--- config.mk ---
export PLATFORM = sky130hd
export DESIGN_NAME = fir_mac_seq
export DESIGN_NICKNAME = d
export VERILOG_FILES = /design/src/rtl/fir_mac_seq.sv
export SDC_FILE = /design/constraint.sdc
export NUM_CORES = 1
export LEC_CHECK = 0
export BUFFER_PORTS_ARGS = -buffer_cell sky130_fd_sc_hd__clkbuf_2
export CORE_UTILIZATION = 50
export CTS_CLUSTER_DIAMETER = 40
export DETAILED_ROUTE_END_ITERATION = 8
export PLACE_DENSITY = 0.68
export SYNTH_ARGS = -nofsm -noshare
export SYNTH_HDL_FRONTEND = slang
export SYNTH_SLANG_ARGS = --single-unit
export TNS_END_PERCENT = 1
--- constraint.sdc ---
create_clock -name CLK -period 10.5 [get_ports CLK]
set_input_delay 2.1 -clock CLK [delete_from_list [all_inputs] [get_ports CLK]]
set_output_delay 2.1 -clock CLK [all_outputs]
set_load 0.05 [all_outputs]
--- src/rtl/fir_mac_seq.sv ---
// fir_mac_seq: time-multiplexed FIR multiply-accumulate stage.
// On each accepted VIN it snapshots the TAPS tap values and runs one
// signed MAC per cycle against a programmable coefficient bank. The sum
// is then rounded half-up, arithmetically shifted right by SHIFT and
// presented on DOUT with a one-cycle VOUT pulse.
// Optional feature macro: FIR_MAC_SAT_EN
//   defined   -> the result saturates to the OUT_WIDTH range and OVF sets on clip
//   undefined -> the result wraps to its low OUT_WIDTH bits and OVF stays 0
`default_nettype none

module fir_mac_seq #(
    parameter int DATA_WIDTH = 13,
    parameter int COEF_WIDTH = 13,
    parameter int TAPS       = 8,
    parameter int ACC_WIDTH  = DATA_WIDTH + COEF_WIDTH + $clog2(TAPS),
    parameter int SHIFT      = 12,
    parameter int OUT_WIDTH  = 16
) (
    input  logic                         CLK,
    input  logic                         RST_n,
    input  logic                         VIN,
    input  logic signed [DATA_WIDTH-1:0] tp [0:TAPS-1],
    input  logic                         COEF_WE,
    input  logic [$clog2(TAPS)-1:0]      COEF_ADDR,
    input  logic signed [COEF_WIDTH-1:0] COEF_DIN,
    output logic signed [OUT_WIDTH-1:0]  DOUT,
    output logic                         VOUT,
    output logic                         BUSY,
    output logic                         DROP,
    output logic                         OVF
);

    localparam int IDX_W  = $clog2(TAPS);
    localparam int PROD_W = DATA_WIDTH + COEF_WIDTH;
    localparam int RND_W  = ACC_WIDTH + 1;

    localparam logic [IDX_W-1:0]        IDX_LAST = IDX_W'(TAPS - 1);
    localparam logic [IDX_W:0]          TAPS_C   = (IDX_W + 1)'(TAPS);
    localparam logic signed [RND_W-1:0] RND_C    = {{(RND_W - 1){1'b0}}, 1'b1} <<< (SHIFT - 1);
`ifdef FIR_MAC_SAT_EN
    localparam logic signed [RND_W-1:0] SAT_MAX = {{(RND_W - OUT_WIDTH + 1){1'b0}}, {(OUT_WIDTH - 1){1'b1}}};
    localparam logic signed [RND_W-1:0] SAT_MIN = {{(RND_W - OUT_WIDTH + 1){1'b1}}, {(OUT_WIDTH - 1){1'b0}}};
    localparam logic signed [OUT_WIDTH-1:0] OUT_MAX = {1'b0, {(OUT_WIDTH - 1){1'b1}}};
    localparam logic signed [OUT_WIDTH-1:0] OUT_MIN = {1'b1, {(OUT_WIDTH - 1){1'b0}}};
`endif

    typedef enum logic [1:0] {
        S_IDLE    = 2'd0,
        S_CAPTURE = 2'd1,
        S_MAC     = 2'd2,
        S_ROUND   = 2'd3
    } state_t;

    state_t                        state_r;
    state_t                        state_nxt_s;
    logic                          idle_s;
    logic                          cap_s;
    logic                          mac_s;
    logic                          rnd_s;
    logic                          addr_ok_s;

    logic signed [DATA_WIDTH-1:0]  snap_r [0:TAPS-1];
    logic signed [COEF_WIDTH-1:0]  coef_r [0:TAPS-1];
    logic signed [ACC_WIDTH-1:0]   acc_r;
    logic [IDX_W-1:0]              idx_r;

    logic signed [PROD_W-1:0]      prod_s;
    logic signed [ACC_WIDTH-1:0]   prod_ext_s;
    logic signed [RND_W-1:0]       acc_ext_s;
    logic signed [RND_W-1:0]       rnd_sum_s;
    logic signed [RND_W-1:0]       shifted_s;
    logic signed [OUT_WIDTH-1:0]   res_s;
    logic                          clip_s;

    logic signed [OUT_WIDTH-1:0]   dout_r;
    logic                          vout_r;
    logic                          busy_r;
    logic                          drop_r;
    logic                          ovf_r;

    // FSM state register
    always_ff @(posedge CLK or negedge RST_n) begin
        if (!RST_n) begin
            state_r <= S_IDLE;
        end else begin
            state_r <= state_nxt_s;
        end
    end

    // FSM next-state logic: one pass IDLE -> CAPTURE -> MAC x TAPS -> ROUND
    always_comb begin
        state_nxt_s = S_IDLE;
        case (state_r)
            S_IDLE: begin
                if (VIN) begin
                    state_nxt_s = S_CAPTURE;
                end else begin
                    state_nxt_s = S_IDLE;
                end
            end
            S_CAPTURE: state_nxt_s = S_MAC;
            S_MAC: begin
                if (idx_r == IDX_LAST) begin
                    state_nxt_s = S_ROUND;
                end else begin
                    state_nxt_s = S_MAC;
                end
            end
            S_ROUND:   state_nxt_s = S_IDLE;
            default:   state_nxt_s = S_IDLE;
        endcase
    end

    // FSM output decode: per-state datapath enables
    always_comb begin
        idle_s = 1'b0;
        cap_s  = 1'b0;
        mac_s  = 1'b0;
        rnd_s  = 1'b0;
        case (state_r)
            S_IDLE:    idle_s = 1'b1;
            S_CAPTURE: cap_s  = 1'b1;
            S_MAC:     mac_s  = 1'b1;
            S_ROUND:   rnd_s  = 1'b1;
            default: begin
                idle_s = 1'b0;
                cap_s  = 1'b0;
                mac_s  = 1'b0;
                rnd_s  = 1'b0;
            end
        endcase
    end

    // Datapath: current product, rounding, shift and range limiting
    always_comb begin
        addr_ok_s  = ({1'b0, COEF_ADDR} < TAPS_C);
        prod_s     = PROD_W'(snap_r[idx_r]) * PROD_W'(coef_r[idx_r]);
        prod_ext_s = {{(ACC_WIDTH - PROD_W){prod_s[PROD_W-1]}}, prod_s};
        acc_ext_s  = {acc_r[ACC_WIDTH-1], acc_r};
        rnd_sum_s  = acc_ext_s + RND_C;
        shifted_s  = rnd_sum_s >>> SHIFT;
`ifdef FIR_MAC_SAT_EN
        if (shifted_s > SAT_MAX) begin
            res_s  = OUT_MAX;
            clip_s = 1'b1;
        end else if (shifted_s < SAT_MIN) begin
            res_s  = OUT_MIN;
            clip_s = 1'b1;
        end else begin
            res_s  = OUT_WIDTH'(shifted_s);
            clip_s = 1'b0;
        end
`else
        res_s  = OUT_WIDTH'(shifted_s);
        clip_s = 1'b0;
`endif
    end

    // Busy flag follows the next state so it rises on the accepting edge
    always_ff @(posedge CLK or negedge RST_n) begin
        if (!RST_n) begin
            busy_r <= 1'b0;
        end else begin
            busy_r <= (state_nxt_s != S_IDLE);
        end
    end

    // Tap snapshot, taken one edge after VIN so the delay line has shifted
    always_ff @(posedge CLK or negedge RST_n) begin
        if (!RST_n) begin
            for (int i = 0; i < TAPS; i++) begin
                snap_r[i] <= '0;
            end
        end else if (cap_s) begin
            for (int i = 0; i < TAPS; i++) begin
                snap_r[i] <= tp[i];
            end
        end
    end

    // Coefficient bank: writable only while idle and only for valid indices
    always_ff @(posedge CLK or negedge RST_n) begin
        if (!RST_n) begin
            for (int i = 0; i < TAPS; i++) begin
                coef_r[i] <= '0;
            end
        end else if (idle_s && COEF_WE && addr_ok_s) begin
            coef_r[COEF_ADDR] <= COEF_DIN;
        end
    end

    // Accumulator and tap index
    always_ff @(posedge CLK or negedge RST_n) begin
        if (!RST_n) begin
            acc_r <= '0;
            idx_r <= '0;
        end else if (cap_s) begin
            acc_r <= '0;
            idx_r <= '0;
        end else if (mac_s) begin
            acc_r <= acc_r + prod_ext_s;
            idx_r <= idx_r + IDX_W'(1);
        end
    end

    // Output register: DOUT holds between results, VOUT pulses once
    always_ff @(posedge CLK or negedge RST_n) begin
        if (!RST_n) begin
            dout_r <= '0;
            vout_r <= 1'b0;
        end else begin
            vout_r <= rnd_s;
            if (rnd_s) begin
                dout_r <= res_s;
            end
        end
    end

    // Sticky status: dropped samples and clipped results
    always_ff @(posedge CLK or negedge RST_n) begin
        if (!RST_n) begin
            drop_r <= 1'b0;
            ovf_r  <= 1'b0;
        end else begin
            if (VIN && busy_r) begin
                drop_r <= 1'b1;
            end
            if (rnd_s && clip_s) begin
                ovf_r <= 1'b1;
            end
        end
    end

    assign DOUT = dout_r;
    assign VOUT = vout_r;
    assign BUSY = busy_r;
    assign DROP = drop_r;
    assign OVF  = ovf_r;

endmodule

`default_nettype wire

==> run_results.csv <==
group,metric,value,unit
clock_network,ctsLongestPathBuffers,3,
grt,wire_length_of_the_first_global_routing_pass,71330,um
timing,timing_hold_violations_final,0,
timing,worst_clock_skew,0.02556,ns
die,pin_count,144,
clock_network,cts_max_level,2,
grt,grt_max_degree,199,
finish,layout_nets,2207,
clock_network,worstSkewPairLatency,0.57,ns
die,fp.dieW,199.5,um
clock_network,cts_made_buffers,40,
die,die_height,199.5,um
yosys,post_synth_xor_area_fraction,1.727,%
drt,drt_first_pass_iters,5,
setup_path,startpoint_of_the_worst_register_to_register_path,"idx_r[0]$_DFFE_PN0P_",
drt,post_drt_via_cell_ratio,5.340,
yosys,synth_simple_gate_area_share,6.309,%
yosys,synth.top_cells.by_area,"dfrtp_1 33%, fa_1 21%, mux2_2 13%",
yosys,synthesized_cell_area,19490,um^2
finish,multi_input_gate_area_in_the_final_layout,11620,um^2
yosys,dominantRegCellSynth,"dfrtp_1",
drt,totalWireLength,42810,um
yosys,yosysUniqueCellTypes,63,
clock_network,clkTransAtPathRegs,0.05,ns
yosys,synth-edff-count,0,
finish,seqCellArea,6513,um^2
yosys,synthCells,1652,
setup_path,worst-endpoint-arrival,8.99,ns
finish,mostFrequentLayoutCells,"294 x inv_1, 257 x dfrtp_1, 225 x mux2_2, 205 x fa_1, 141 x clkbuf_2",
drt,drtAntennaViolNets,0,
die,floorplan.initialDensity,51.27,%
yosys,yosys.area.top_type,"dfrtp_1",
yosys,synth_top_family_by_area,"adder cells",
setup_path,reg2reg_setup_slack,1.94,ns
yosys,post_synth.cell_area_avg,11.80,um^2
yosys,synth_warnings,0,
clock_network,postCtsSetupRepairBufs,0,
finish,layout.cells.most_common,"inv_1",
timing,worst_max_slew_margin_expressed_relative_to_the_limit,16.29,%
yosys,ys_ff_latch,260,
finish,syn_to_final_growth,13.53,%
die,fp.coreArea,38020,um^2
die,fp-row-count,71,
flow_run,timing.max_cap.violations,0,
clock_network,tritoncts_clock_tree,"built",
place,routabilityCongestion,0.8580,
finish,fillers,3207,
worst_hold_path,hold-path-cell-count,1,
setup_path,timing.setup.critical_path_class,"reg -> reg",
setup_path,worstSetupStartpointType,"flip-flop",
grt,grt_pass1_vias,13440,
timing,finalSetupViolCount,0,
clock_network,quantity_of_hold_fixing_buffers_added_after_cts,0,
clock_network,post_cts.resized_instances,0,
clock_network,cts_num_sinks,260,
setup_path,worstRegToRegCells,21,
drt,route.detailed.wl_per_inst,18.37,um
timing,tightest_slew,1.221,ns
worst_hold_path,hold_path.class,"reg -> reg",
setup_path,timing.critical_path.slowest_stage_cell,"dfrtp_4",
finish,layout-drive-gt1-share,29.19,%
timing,max_freq,116.8,MHz
drt,route.vias.total,12440,
yosys,net_count_after_synthesis,2071,
worst_hold_path,holdPathEnd,"DROP$_DFFE_PN0P_",
outcome,outcome,"finished clean",
grt,grt_util_all_layers,23.27,%
setup_path,cpMostUsedCell,"fa_1",
setup_path,endpoint_kind,"flip-flop",
setup_path,worstPathCellList,"mux4_2 -> mux2i_1 -> nor2_1 -> inv_1 -> fa_1 -> inv_1 -> fa_1 -> fa_1 -> fa_1 -> fa_1 -> inv_1 -> fa_1 -> inv_1 -> ha_1 -> a21o_1 -> a221o_1 -> a221oi_1 -> nor2_1 -> o2111ai_1 -> a21oi_1 -> or3_1",
drt,remaining_drc_errors,0,
yosys,asyncSetResetFlopFracSynth,100.0,%
timing,rsz0062_at_grt,"false",
drt,dr.first_iter.drc_count,600,
timing,final-max-slew-violation-count,0,
place,numPortBuffers,142,
grt,grt_antenna_before_repair,1,
yosys,synth_top_cell_area_share,33.38,%
setup_path,critical-path-max-stage-delay,1.03,ns
yosys,ys_seq_area_share,33.38,%
timing,tmin_final,8.563,ns
setup_path,worst_r2r_endpoint,"acc_r[27]$_DFFE_PN0P_",
setup_path,cp_data_required_time,10.93,ns
setup_path,critical_path.startpoint,"idx_r[0]$_DFFE_PN0P_",
setup_path,critPathMaxFanout,46,
die,fp.dieArea,39780,um^2
yosys,synth_mux_area_share,20.27,%
worst_hold_path,hold_path.startpoint,"DROP$_DFFE_PN0P_",
timing,final_sum_of_negative_setup_slack,0,ns
clock_network,clk_root_buffer_cell,"clkbuf_16",
yosys,post_synth_fa_ha_maj_area_fraction,26.83,%
finish,antennaDiodeCount,0,
timing,period_share,81.55,%
yosys,synth_compound_gate_area_share,4.320,%
grt,gr-total-overflow,0,
place,hpwl,32140,um
-- worst max path at each step --
stage / end / slack (ns) / depth (start not counted)
2_1_floorplan: acc_r[21]$_DFFE_PN0P_ / 3.22 / 25
3_3_place_gp: acc_r[27]$_DFFE_PN0P_ / 2.13 / 20
3_5_place_dp: acc_r[27]$_DFFE_PN0P_ / 1.98 / 20
4_1_cts: acc_r[27]$_DFFE_PN0P_ / 1.94 / 21
5_1_grt: acc_r[27]$_DFFE_PN0P_ / 1.40 / 20
6_report: acc_r[27]$_DFFE_PN0P_ / 1.94 / 21
-- synthesized netlist by cell type, types with 11 or more instances --
library cell  count
mux4_2           52
inv_1           294
fa_1            205
nor2_1          130
mux2i_1          21
ha_1             90
clkbuf_1         45
nand2_1          66
a21o_1           13
mux2_2          225
nand2b_1         16
nor2b_1          11
xnor2_1          26
dfrtp_1         260
nand3_1          16
a21oi_1          29
-- metrics by stage --
| stage | util, % | setup WS [ns] | cell area (um^2) | std cells | hold slack [ns] |
|---|---|---|---|---|---|
| global route | 58.21 | 1.404 | 22130 | 2330 | 0.4965 |
| detailed placement | 54.56 | 1.983 | 20750 | 2257 | 0.4542 |
| global placement | 54.56 | 2.127 | 20750 | 2257 | 0.4392 |
| CTS | 58.21 | 1.942 | 22130 | 2330 | 0.4655 |
| floorplan | - | 3.216 | 19490 | 1652 | 0.4581 |
| finish | 58.21 | 1.937 | 22130 | 2330 | 0.4553 |
-- cell families after synthesis --
kind of cell	after synthesis
other cells	1
xor+xnor	36
compound gates	117
simple gates	278
buf+inv	365
fa+ha+maj	295
mux	300
flops	260
-- per-layer routing --
metal | global-route usage, % | routed length (um) | part of all wire (%) | vias to the layer above
met5 | 0 | 11 | 0.026 | -
met2 | 37.72 | 20260 | 47 | 290
met4 | 7.181 | 1086 | 2.5 | 2
met1 | 31.91 | 19390 | 45 | 6402
met3 | 4.236 | 2069 | 4.8 | 73
li1 | - | - | - | 5676
-- final cells by class --
cell class | count | area share, %
clock inverters | 25 | 1.374
repair buffers | 156 | 3.788
well taps | 511 | 2.889
clock buffers | 48 | 4.885
multi-input cells | 1027 | 52.50
flip-flops and latches | 260 | 29.43
inverters | 303 | 5.139
-- worst max-delay path: cells and delay by family (launching register included) --
| kind | cells | cell delay, ns |
|---|---|---|
| simple gates | 3 | 0.64 |
| mux | 2 | 1.52 |
| flops | 1 | 1.03 |
| fa+ha+maj | 7 | 3.38 |
| buf+inv | 4 | 0.42 |
| compound gates | 5 | 1.34 |
-- sequential cells by signal (all words and copies together), names as in the netlist --
signal	count
snap_r	104
DOUT	16
state_r	2
acc_r	28
DROP	1
coef_r	104
BUSY	1
idx_r	3
VOUT	1
Power is left out: the tool's default activity adds up to more than one toggle a clock period on the data nets, which glitch-free logic cannot reach.
